### src/rtl/serial_arith_pkg.sv
// Shared types and constants for the bit-serial adder wrapper.
package serial_arith_pkg;

  localparam int SA_W = 8;

  typedef enum logic [1:0] {
    IDLE = 2'd0,
    ADD  = 2'd1,
    DONE = 2'd2
  } sa_state_t;

  // Bits needed to count 0..value-1 (minimum 1).
  function automatic int clog2(input int value);
    int bits;
    bits = 1;
    while ((1 << bits) < value) bits++;
    return bits;
  endfunction

endpackage

### src/rtl/serial_add_seq_if.sv
// Operand and result handshakes of the serial adder wrapper.
interface serial_add_seq_if #(
  parameter int W = serial_arith_pkg::SA_W
);
  logic         in_valid;
  logic         in_ready;
  logic [W-1:0] a;
  logic [W-1:0] b;
  logic         out_valid;
  logic         out_ready;
  logic [W-1:0] sum;
  logic         c_out;

  modport master (
    output in_valid, a, b, out_ready,
    input  in_ready, out_valid, sum, c_out
  );

  modport slave (
    input  in_valid, a, b, out_ready,
    output in_ready, out_valid, sum, c_out
  );
endinterface

### src/rtl/serial_fa.sv
// Combinational 1-bit full adder used as the serial adder cell.
module serial_fa (
  input  logic a,
  input  logic b,
  input  logic c_in,
  output logic s,
  output logic c_out
);
  logic p;

  assign p     = a ^ b;
  assign s     = p ^ c_in;
  assign c_out = (a & b) | (c_in & p);
endmodule

### src/rtl/serial_add_seq.sv
// Parallel-in/parallel-out wrapper around a bit-serial adder, LSB first,
// with optional end-around carry for (a+b) mod 2^W-1.
module serial_add_seq
  import serial_arith_pkg::*;
#(
  parameter int W        = SA_W,
  parameter bit MERSENNE = 1'b0
) (
  input logic              clk,
  input logic              rst_n,
  serial_add_seq_if.slave  bus
);
  localparam int CW = clog2(W);

  sa_state_t    state, state_nxt;
  logic [W-1:0] a_sr, b_sr, sum_sr;
  logic [W-1:0] sum_done;
  logic [CW-1:0] cnt;
  logic         carry, wrap, c_out_q;
  logic         fa_s, fa_co;
  logic         last, accept, do_wrap;
  logic         in_ready, out_valid;

  serial_fa u_fa (
    .a    (a_sr[0]),
    .b    (b_sr[0]),
    .c_in (carry),
    .s    (fa_s),
    .c_out(fa_co)
  );

  assign last     = (cnt == CW'(W - 1));
  assign accept   = bus.in_valid && in_ready;
  assign sum_done = {fa_s, sum_sr[W-1:1]};
  // A first-pass carry is folded back in by re-running the sum through the adder with carry=1.
  assign do_wrap  = MERSENNE && !wrap && fa_co && last;

  // NOTE: reset is sampled on the clock edge, so it sits inside the clocked block, not in the sensitivity list.
  always_ff @(posedge clk) begin
    if (!rst_n) state <= IDLE;
    else        state <= state_nxt;
  end

  // NOTE: every output of this block gets a default first so no latch is inferred.
  always_comb begin
    state_nxt = state;
    in_ready  = 1'b0;
    out_valid = 1'b0;
    case (state)
      IDLE: begin
        in_ready = 1'b1;
        if (bus.in_valid) state_nxt = ADD;
      end
      ADD: begin
        if (last && !do_wrap) state_nxt = DONE;
      end
      DONE: begin
        out_valid = 1'b1;
        if (bus.out_ready) state_nxt = IDLE;
      end
      default: state_nxt = IDLE;
    endcase
  end

  // NOTE: state registers use non-blocking assignments so all of them update from pre-edge values.
  always_ff @(posedge clk) begin
    if (!rst_n) begin
      a_sr    <= '0;
      b_sr    <= '0;
      sum_sr  <= '0;
      cnt     <= '0;
      carry   <= 1'b0;
      wrap    <= 1'b0;
      c_out_q <= 1'b0;
    end else if (state == IDLE) begin
      if (accept) begin
        a_sr  <= bus.a;
        b_sr  <= bus.b;
        carry <= 1'b0;
        cnt   <= '0;
        wrap  <= 1'b0;
      end
    end else if (state == ADD) begin
      sum_sr <= sum_done;
      a_sr   <= a_sr >> 1;
      b_sr   <= b_sr >> 1;
      carry  <= fa_co;
      cnt    <= cnt + 1'b1;
      if (last && !wrap) c_out_q <= fa_co;
      if (do_wrap) begin
        a_sr  <= sum_done;
        b_sr  <= '0;
        carry <= 1'b1;
        cnt   <= '0;
        wrap  <= 1'b1;
      end
    end
  end

  assign bus.in_ready  = in_ready;
  assign bus.out_valid = out_valid;
  assign bus.sum       = sum_sr;
  assign bus.c_out     = c_out_q;
endmodule

### src/flat_wrapper.sv
// flat-port wrapper written by rule: the top's interface ports become plain ports
module serial_add_seq_flat import serial_arith_pkg::*;
#(
  parameter int W        = SA_W,
  parameter bit MERSENNE = 1'b0
)
  (clk, rst_n, bus_in_valid, bus_a, bus_b, bus_out_ready, bus_in_ready, bus_out_valid, bus_sum, bus_c_out);
  serial_add_seq_if #(.W(W)) bus_i ();
  input logic clk;
  input logic rst_n;
  input wire logic [$bits(bus_i.in_valid)-1:0] bus_in_valid;
  input wire logic [$bits(bus_i.a)-1:0] bus_a;
  input wire logic [$bits(bus_i.b)-1:0] bus_b;
  input wire logic [$bits(bus_i.out_ready)-1:0] bus_out_ready;
  output wire logic [$bits(bus_i.in_ready)-1:0] bus_in_ready;
  output wire logic [$bits(bus_i.out_valid)-1:0] bus_out_valid;
  output wire logic [$bits(bus_i.sum)-1:0] bus_sum;
  output wire logic [$bits(bus_i.c_out)-1:0] bus_c_out;
  assign bus_i.in_valid = bus_in_valid;
  assign bus_i.a = bus_a;
  assign bus_i.b = bus_b;
  assign bus_i.out_ready = bus_out_ready;
  assign bus_in_ready = bus_i.in_ready;
  assign bus_out_valid = bus_i.out_valid;
  assign bus_sum = bus_i.sum;
  assign bus_c_out = bus_i.c_out;
  serial_add_seq #(.W(W), .MERSENNE(MERSENNE)) u_core (.clk(clk), .rst_n(rst_n), .bus(bus_i));
endmodule
### config.mk
export PLATFORM = sky130hd
export DESIGN_NAME = serial_add_seq_flat
export DESIGN_NICKNAME = d
export VERILOG_FILES = /design/src/rtl/serial_arith_pkg.sv /design/src/rtl/serial_add_seq_if.sv /design/src/rtl/serial_fa.sv /design/src/rtl/serial_add_seq.sv /design/src/flat_wrapper.sv
export SDC_FILE = /design/constraint.sdc
export NUM_CORES = 1
export LEC_CHECK = 0
export ABC_AREA = 0
export CAP_MARGIN = 30
export CORE_MARGIN = 4
export CORE_UTILIZATION = 45
export CTS_BUF_LIST = sky130_fd_sc_hd__clkbuf_16
export CTS_CLUSTER_DIAMETER = 50
export DETAILED_ROUTE_END_ITERATION = 10
export PLACE_DENSITY = 0.82
export SETUP_SLACK_MARGIN = 0.02
export SLEW_MARGIN = 10
export SYNTH_ARGS = -nofsm -noshare
export SYNTH_HDL_FRONTEND = slang
export SYNTH_SLANG_ARGS = --single-unit
### constraint.sdc
create_clock -name clk -period 2.87 [get_ports clk]
set_clock_uncertainty 0.15 [all_clocks]
set_input_delay 0.574 -clock clk [delete_from_list [all_inputs] [get_ports clk]]
set_output_delay 0.574 -clock clk [all_outputs]
set_load 0.02 [all_outputs]
==> results by group, run 1 <==
Timing
  – RSZ-0062 raised after global routing: false
  – Setup TNS Final: 0 ps
  – Max Clk Rate: between 400 and 500 MHz
  – Max Slew Vio Count: 0
  – Period utilization: roughly four fifths
  – Hold Fails Final Rpt: 0
  – Final min period: 2300 ps
  – Slew @ Worst Pin: 594.3 ps
  – Max transition margin: 60.23%
  – Final setup viols: 0

Setup path
  – Critical path's top delay family: buffers and inverters
  – Worst path max stage delay: roughly 630 ps
  – Critical Path Fanout Max: 7
  – CP max stage cell: clkdlybuf4s50_1
  – CP arrival: between 1500 and 2000 ps
  – WP data required: around 2200 ps
  – Crit path launch type: flip-flop
  – Critical path type: reg -> out
  – CP Capture Type: output port
  – Crit Reg-Reg Startpoint: u_core.state[0]
  – CP startpoint: u_core.state[1]
  – CP bufs+invs: 1
  – Worst path cell trace: nor2b_1, clkdlybuf4s50_1

Floorplan
  – Starting density of the core: between 40% and 50%
  – # IOs: 31
  – Chip Width: between 60 and 70 um
  – Die ar.: just under 0.004 mm2
  – Core ar.: 0.002805 mm2
  – Row Count: 19
  – Die height: between 60 and 70 um

Layout
  – Register Area: 620.6 um2
  – Multi-input gate area: roughly 660 um2
  – Fillers: 245
  – Commonest cells after routing, fill and taps aside: dfxtp_1, clkdlybuf4s50_1, nand2_1
  – N_diodes: 0
  – Commonest non-fill, non-tap cell in the layout: dfxtp_1
  – Final Net Count: roughly 200
  – Layout cells sized above 1: about 5.7%
  – Syn-to-layout area delta: 32.62%

CTS
  – Postcts setup bufs: 0
  – CTS clk-pin slew, worst paths: around 50 ps
  – H-tree levels: 2
  – Max clock buf depth: 2
  – PostCTS Resize Cnt: 0
  – Post-cts hold buffer count: 0
  – Skew-Pair Late Insertion Delay: between 200 and 300 ps
  – CTS root buf: clkbuf_16
  – CTS tree: built
  – Clk sinks: 31
  – CTS Buf Count: 5

Drt
  – Via density: between 5 and 6
  – Vias: roughly 1,100
  – DRT antenna net count: 0
  – Drt total wl: between 2000 and 3000 um
  – Detailed router's first-iteration violation count: 44
  – # DRC: 0
  – Drt pass-1 iters: 4
  – Routed length per instance: between 10 and 15 um

Global routing
  – M3 GR Usage: approximately 6.7%
  – Routing usage on met1: about 17%
  – Vias in the first global route: between 1,000 and 1,500
  – Routing usage on met2: 27.56%
  – GR peak layer: met2
  – First-pass GRT wire length: about 5000 um
  – Gr usage total: approximately 16%
  – GR Overflow Total: 0
  – Initial antenna violation count: 0
  – Largest net degree at the start of global routing: 38

Pwr
  – P_leak: 0.0006609 uW
  – Max IR drop VDD: between 300 and 400 uV
  – Total Power: 1049 uW
  – PwrDens: approximately 600 mW/mm2

Logic synthesis
  – Avg Cell Area, Syn: about 9.2 um2
  – Mapped Cells: 146
  – Synth Warn #: 0
  – FF+latch count, synth: 31
  – Seq/Total Area, Yosys: 45.97%
  – Post-synth cell types: 24
  – Syn_nets: 169
  – Syn Std Cell Area: ~0.0014 mm2

Worst hold path
  – Hold Path Origin: u_core.bus.sum[0]
  – Worst min path class: reg -> reg

Placed design
  – Detailed Place HPWL: approximately 2100 um
  – Final GP Congestion: 0.7835
  – IO Port Bufs: 30

Flow run
  – # Max-Cap Violations: 0

Run status
  – Status: finished clean
## registers in the layout, summed over array words and instances (netlist names)
register / flops
u_core.state: 2
u_core.carry: 1
u_core.b_sr: 8
u_core.bus.c_out: 1
u_core.cnt: 3
u_core.bus.sum: 8
u_core.a_sr: 8
## synth_stat cells
| library cell | number | area, um2 |
|---|---|---|
| a21boi_0 | 9 | 67.56 |
| and2b_1 | 1 | 7.510 |
| buf_1 | 3 | 11.26 |
| buf_2 | 4 | 20.02 |
| buf_4 | 2 | 15.01 |
| buf_6 | 1 | 11.26 |
| clkbuf_1 | 2 | 7.510 |
| dfxtp_1 | 31 | 620.6 |
| fa_1 | 1 | 20.02 |
| ha_1 | 2 | 25.02 |
| inv_1 | 1 | 3.750 |
| mux2i_1 | 16 | 160.2 |
| nand2_1 | 28 | 105.1 |
| nand2b_1 | 2 | 12.51 |
| nand3_1 | 2 | 10.01 |
| nand3b_1 | 1 | 7.510 |
| nor2_1 | 3 | 11.26 |
| nor2b_1 | 1 | 6.260 |
| nor3b_1 | 1 | 7.510 |
| o211ai_1 | 14 | 105.1 |
| o21ai_0 | 7 | 35.03 |
| o21ai_1 | 10 | 50.05 |
| o22ai_1 | 3 | 18.77 |
| or3b_4 | 1 | 11.26 |
## worst paths after layout
kind | endpoint | slack [ps] | cells after the start
max reg2reg | u_core.state[1] | 930 | 4
max | bus_out_valid | 570 | 2
min reg2reg | u_core.bus.sum[0] | 310 | 2
min | u_core.bus.sum[0] | 310 | 2
## worst register-to-register path: stages (launching register included)
cell and delay (ps):
dfxtp_1 610, buf_4 300, and2b_1 410, nand2_1 180, a21boi_0 220
## cell families after synthesis
logic type / after synthesis / synth area share, %
buffers and inverters: 13 / 5.097
and+or+nand+nor: 40 / 13.25
AOI/OAI and AO/OA: 43 / 20.48
adders and majority gates: 3 / 3.336
muxes: 16 / 11.86
DFF: 31 / 45.97
## per-stage QoR
step | cell area (um2) | hold WS [ps] | utilization, % | cells | worst slack [ps]
floorplan | 1350 | 289.7 | - | 146 | 1277
global placement | 1654 | 299.3 | 58.97 | 199 | 713.4
detailed placement | 1654 | 312.8 | 58.97 | 199 | 657.5
CTS | 1790 | 319.5 | 63.83 | 207 | 558.0
global route | 1790 | 350.2 | 63.83 | 207 | 479.6
finish | 1790 | 314.4 | 63.83 | 207 | 569.9
## where the power goes
part           switching, uW  total, uW  leakage, uW  internal [uW]
combinational           49.3        105     0.000338           56.2
sequential              15.5        468     0.000253            452
clock                    165        475    0.0000701            311
## layer usage
| metal | up-vias | wire length (um) |
|---|---|---|
| li1 | 570 | - |
| met1 | 521 | 1185 |
| met2 | 33 | 1507 |
| met3 | 4 | 170 |
| met4 | 0 | 12 |
| met5 | - | 0 |
## layout make-up
type	instances	share of cell area (%)
multi-input combinational	102	36.90
sequential	31	34.66
timing repair buffer	34	18.45
clock buffer	5	6.988
tap	31	2.166
clock inverter	3	0.6289
inverter	1	0.2096
(Power assumes the default switching activity.)
==> inputs of run 2 (changes only) <==
Clock period 2.87 ns to 2.2 ns, I/O delays scaled along.
==> run 2 against run 1 <==
Against the previous run: total power up 31%; critical path depth unchanged; cell count up 0.97%; first-iteration DRC count decreased by 30%; register-to-register slack got worse by 270 ps; flip-flop and latch count stayed put; global-route usage fell by 0.70 points; wire length fell by 2.2%.
==> results by group, run 2 (synthesis gave the netlist of run 1 again) <==
Layout
  – Final Net Count: 200
  – Commonest cells after routing, fill and taps aside: dfxtp_1, clkdlybuf4s50_1, nand2_1
  – Commonest non-fill, non-tap cell in the layout: dfxtp_1
  – Syn-to-layout area delta: 33.83%
  – Multi-input gate area: 660.6 um2
  – Layout cells sized above 1: around 7.3%
  – N_diodes: 0
  – Register Area: ~620 um2
  – Fillers: 252

Setup path
  – CP Capture Type: output port
  – Critical path type: reg -> out
  – R2R cell count: 4
  – Worst path max stage delay: 640 ps
  – Critical Path Fanout Max: 4
  – CP max stage cell: clkdlybuf4s50_1
  – WP data required: between 1500 and 2000 ps
  – CP arrival: around 1500 ps
  – Crit path launch type: flip-flop
  – Worst path cell trace: nor2b_1, clkdlybuf4s50_1

Drt
  – Vias: about 1,200
  – Via density: between 5 and 6
  – Routed length per instance: roughly 13 um
  – DRT antenna net count: 0
  – Drt total wl: about 2800 um
  – Detailed router's first-iteration violation count: 31
  – # DRC: 0
  – Drt pass-1 iters: 4

Global routing
  – Initial antenna violation count: 0
  – Largest net degree at the start of global routing: 38
  – Gr usage total: approximately 15%
  – Vias in the first global route: between 1,000 and 1,500
  – GR Overflow Total: 0
  – First-pass GRT wire length: ~4600 um

Timing
  – Final setup viols: 0
  – Max transition margin: 74.12%
  – Max Clk Rate: 476.6 MHz
  – Max Slew Vio Count: 0
  – Setup TNS Final: 0 ps
  – RSZ-0062 raised after global routing: false
  – Period utilization: 95.37%
  – Slew @ Worst Pin: between 300 and 400 ps
  – Final min period: roughly 2100 ps
  – Setup ws final: roughly 100 ps
  – Hold Fails Final Rpt: 0

CTS
  – Postcts setup bufs: 0
  – CTS Buf Count: 5
  – Clk sinks: 31
  – CTS clk-pin slew, worst paths: roughly 50 ps
  – CTS tree: built
  – Max clock buf depth: 2
  – Post-cts hold buffer count: 0
  – H-tree levels: 2
  – PostCTS Resize Cnt: 0
  – Skew-Pair Late Insertion Delay: approximately 270 ps
  – CTS root buf: clkbuf_16

Placed design
  – Detailed Place HPWL: about 2000 um
  – Post-Place Worst Slack: roughly 280 ps
  – IO Port Bufs: 30
  – Final GP Congestion: 0.7637

Floorplan
  – Die ar.: 0.003941 mm2
  – Starting density of the core: ~48%
  – Row Count: 19
  – # IOs: 31
  – Core ar.: around 0.0028 mm2
  – Chip Width: ~63 um
  – Die height: 62.78 um

Pwr
  – Total Power: approximately 1400 uW
  – Clk pwr share: between 40% and 50%
  – P_leak: 0.0006775 uW
  – Sw Share: a little over a fifth
  – Max IR drop VDD: ~500 uV
  – Combinational Power Share: 10.4%
  – PwrDens: between 700 and 800 mW/mm2
  – Sequential Power Share: between 40 and 50%
  – Sw Pwr: approximately 300 uW
  – Internal: approximately 1100 uW

Worst hold path
  – Hold Crit Depth: 2
  – Worst min path class: reg -> reg

Run status
  – Status: finished clean

Flow run
  – # Max-Cap Violations: 0
## run 2: area by class of cell
cell class | count | share of cell area (%)
clock buffer | 5 | 6.925
clock inverter | 3 | 0.6925
tap | 31 | 2.147
inverter | 1 | 0.2078
sequential | 31 | 34.35
timing repair buffer | 36 | 19.11
multi-input combinational | 102 | 36.57
## run 2: metrics by stage
stage	utilization, %	cell area (um2)	hold WS [ps]	cells
detailed placement	59.50	1669	311.4	201
global route	64.41	1807	338.9	209
CTS	64.41	1807	318.2	209
global placement	59.50	1669	299.2	201
finish	64.41	1807	309.8	209
floorplan	-	1350	289.7	146
## run 2: metal layers
layer  routed length (um)  up-vias  global-route usage (%)
li1                     -      575                       -
met1                 1196      545                   15.22
met2                 1406       28                   25.97
met3                  160        6                   5.755
met4                   48        0                   9.642
met5                    0        -                       0
## run 2: power by group through the flow
| stage | Clock (uW) | Sequential, uW | Combinational (uW) |
|---|---|---|---|
| floorplan | 0 | 614 | 87.5 |
| global placement | 0 | 615 | 137 |
| detailed placement | 0 | 616 | 142 |
| CTS | 639 | 605 | 142 |
| global route | 664 | 608 | 156 |
| finish | 623 | 606 | 142 |
## run 2: worst paths after layout
| kind | start | end | slack, ps |
|---|---|---|---|
| worst max-delay path | u_core.state[1] | bus_out_valid | 100 |
| worst min-delay path | u_core.bus.sum[0] | u_core.bus.sum[0] | 310 |
| worst min register to register | u_core.bus.sum[0] | u_core.bus.sum[0] | 310 |
| worst max register to register | u_core.state[0] | u_core.bus.c_out | 660 |
## run 2: worst max-delay path, delay by kind of cell, from the launching register on
| family | cells | cell delay (ps) |
|---|---|---|
| buffers and inverters | 1 | 640 |
| and+or+nand+nor | 1 | 220 |
| DFF | 1 | 370 |
==> inputs of run 3 (changes only) <==
Settings changed: CELL_PAD_IN_SITES_DETAIL_PLACEMENT set to 0, CELL_PAD_IN_SITES_GLOBAL_PLACEMENT set to 1, CORE_UTILIZATION 45 to 36, PLACE_DENSITY 0.82 to 0.86.
==> run 3 against run 2 <==
Against the previous run: clock-buffer cell count unchanged; utilization down 12 points; critical path depth unchanged; highest routed layer unchanged; critical endpoint unchanged; critical path type unchanged; setup slack better by 90 ps; combinational power barely moved; clock power is 0.6% higher.
==> results by group, run 3 (synthesis gave the netlist of run 1 again) <==
CTS
  – Max clock buf depth: 2
  – H-tree levels: 2
  – PostCTS Resize Cnt: 0
  – CTS Buf Count: 5
  – CTS tree: built
  – Skew-Pair Late Insertion Delay: 270 ps
  – CTS clk-pin slew, worst paths: ~50 ps
  – Clk sinks: 31
  – Post-cts hold buffer count: 0
  – Postcts setup bufs: 0
  – CTS root buf: clkbuf_16

Global routing
  – Vias in the first global route: 1,150
  – Largest net degree at the start of global routing: 38
  – First-pass GRT wire length: around 5000 um
  – Gr usage total: 12.83%
  – GR Overflow Total: 0
  – Initial antenna violation count: 0

Setup path
  – Critical Path Fanout Max: 3
  – FF-to-FF setup slack: between 500 and 600 ps
  – WP data required: between 1500 and 2000 ps
  – Crit path launch type: flip-flop
  – CP arrival: roughly 1400 ps
  – Worst path cell trace: nor2b_1, clkdlybuf4s50_1
  – Levels on crit path: 2
  – R2R Path End: u_core.a_sr[6]
  – CP max stage cell: clkdlybuf4s50_1
  – CP startpoint: u_core.state[1]
  – Crit Reg-Reg Startpoint: u_core.state[0]
  – CP bufs+invs: 1
  – Critical path's top delay family: buffers and inverters
  – R2R cell count: 4
  – Critical path type: reg -> out
  – Worst path max stage delay: 630 ps
  – CP Capture Type: output port

Layout
  – Fillers: approximately 350
  – Commonest cells after routing, fill and taps aside: dfxtp_1, clkdlybuf4s50_1, nand2_1
  – Commonest non-fill, non-tap cell in the layout: dfxtp_1
  – Multi-input gate area: 660.6 um2
  – Layout cells sized above 1: under 10%
  – Syn-to-layout area delta: 34.11%
  – Final Net Count: between 150 and 200
  – N_diodes: 0
  – Register Area: 620.6 um2

Pwr
  – PwrDens: 757.9 mW/mm2
  – Max IR drop VDD: roughly 430 uV
  – Total Power: between 1000 and 1500 uW
  – P_leak: ~0.00067 uW

Drt
  – # DRC: 0
  – Via density: 5.081
  – Drt pass-1 iters: 4
  – Drt total wl: 2825 um
  – DRT antenna net count: 0
  – Vias: approximately 1,100
  – Detailed router's first-iteration violation count: 26
  – Routed length per instance: roughly 13 um

Floorplan
  – Die ar.: roughly 0.0048 mm2
  – Core ar.: 0.003468 mm2
  – Row Count: 21
  – Die height: about 70 um
  – # IOs: 31
  – Chip Width: slightly below 70 um
  – Starting density of the core: 38.92%

Timing
  – Max Slew Vio Count: 0
  – RSZ-0062 raised after global routing: false
  – Final min period: between 2000 and 2500 ps
  – Max Clk Rate: approximately 500 MHz
  – Setup TNS Final: 0 ps
  – Slew @ Worst Pin: between 300 and 400 ps
  – Hold Fails Final Rpt: 0
  – Period utilization: between 90% and 100%
  – Final setup viols: 0
  – Setup ws final: about 190 ps
  – Max transition margin: about three quarters

Placed design
  – IO Port Bufs: 30
  – Detailed Place HPWL: around 1900 um
  – Final GP Congestion: 0.7720
  – Post-Place Worst Slack: roughly 250 ps

Worst hold path
  – WHS Endpoint: u_core.cnt[2]
  – Hold Path Origin: u_core.cnt[2]
  – Hold Crit Depth: 2
  – Worst min path class: reg -> reg

Flow run
  – # Max-Cap Violations: 0

Run status
  – Status: finished clean
-- run 3: cell count changes in the layout (fill, tap and decap cells not counted) --
cell,change
buf_4,-2
-- run 3: cell type report --
| class | count | area share [%] |
|---|---|---|
| Tap cell | 46 | 3.179 |
| Clock buffer | 5 | 6.911 |
| Sequential cell | 31 | 34.28 |
| Timing Repair Buffer | 34 | 18.24 |
| Multi-Input combinational cell | 102 | 36.49 |
| Inverter | 1 | 0.2073 |
| Clock inverter | 3 | 0.6911 |
-- run 3: layer usage --
metal  up-vias  share of wire, %  track usage (%)
li1        573                 -                -
met1       519                43            13.93
met2        30                49            21.40
met3         6               6.2            5.652
met4         0               2.1            5.857
met5         -                 0                0
-- run 3: tightest hold or removal path: cells and delay by family (launching register included) --
kind	cells	cell delay (ps)
compound gates	1	60
simple gates	1	50
flops	1	310
-- run 3: where the power goes --
part | switching, uW | internal (uW) | leakage, uW
clock network | 220 | 406 | 0.0000762
logic | 67.1 | 73.2 | 0.000338
registers | 15.2 | 590 | 0.000253
-- run 3: per-stage QoR --
step / instances / util, % / cell area (um2) / hold slack [ps]
after CTS: 222 / 52.20 / 1810 / 315.6
after detailed placement: 214 / 48.23 / 1673 / 308.6
after global placement: 214 / 48.23 / 1673 / 297.7
final: 222 / 52.20 / 1810 / 312.4
after floorplan: 146 / - / 1350 / 289.7
after global routing: 222 / 52.20 / 1810 / 341.5
-- run 3: how the worst max path moves through the flow --
stage / end / slack (ps)
after global routing: bus_out_valid / 130
after detailed placement: u_core.a_sr[6] / 250
final: bus_out_valid / 190
after global placement: u_core.b_sr[0] / 320
after floorplan: bus_out_valid / 740
after CTS: bus_out_valid / 160
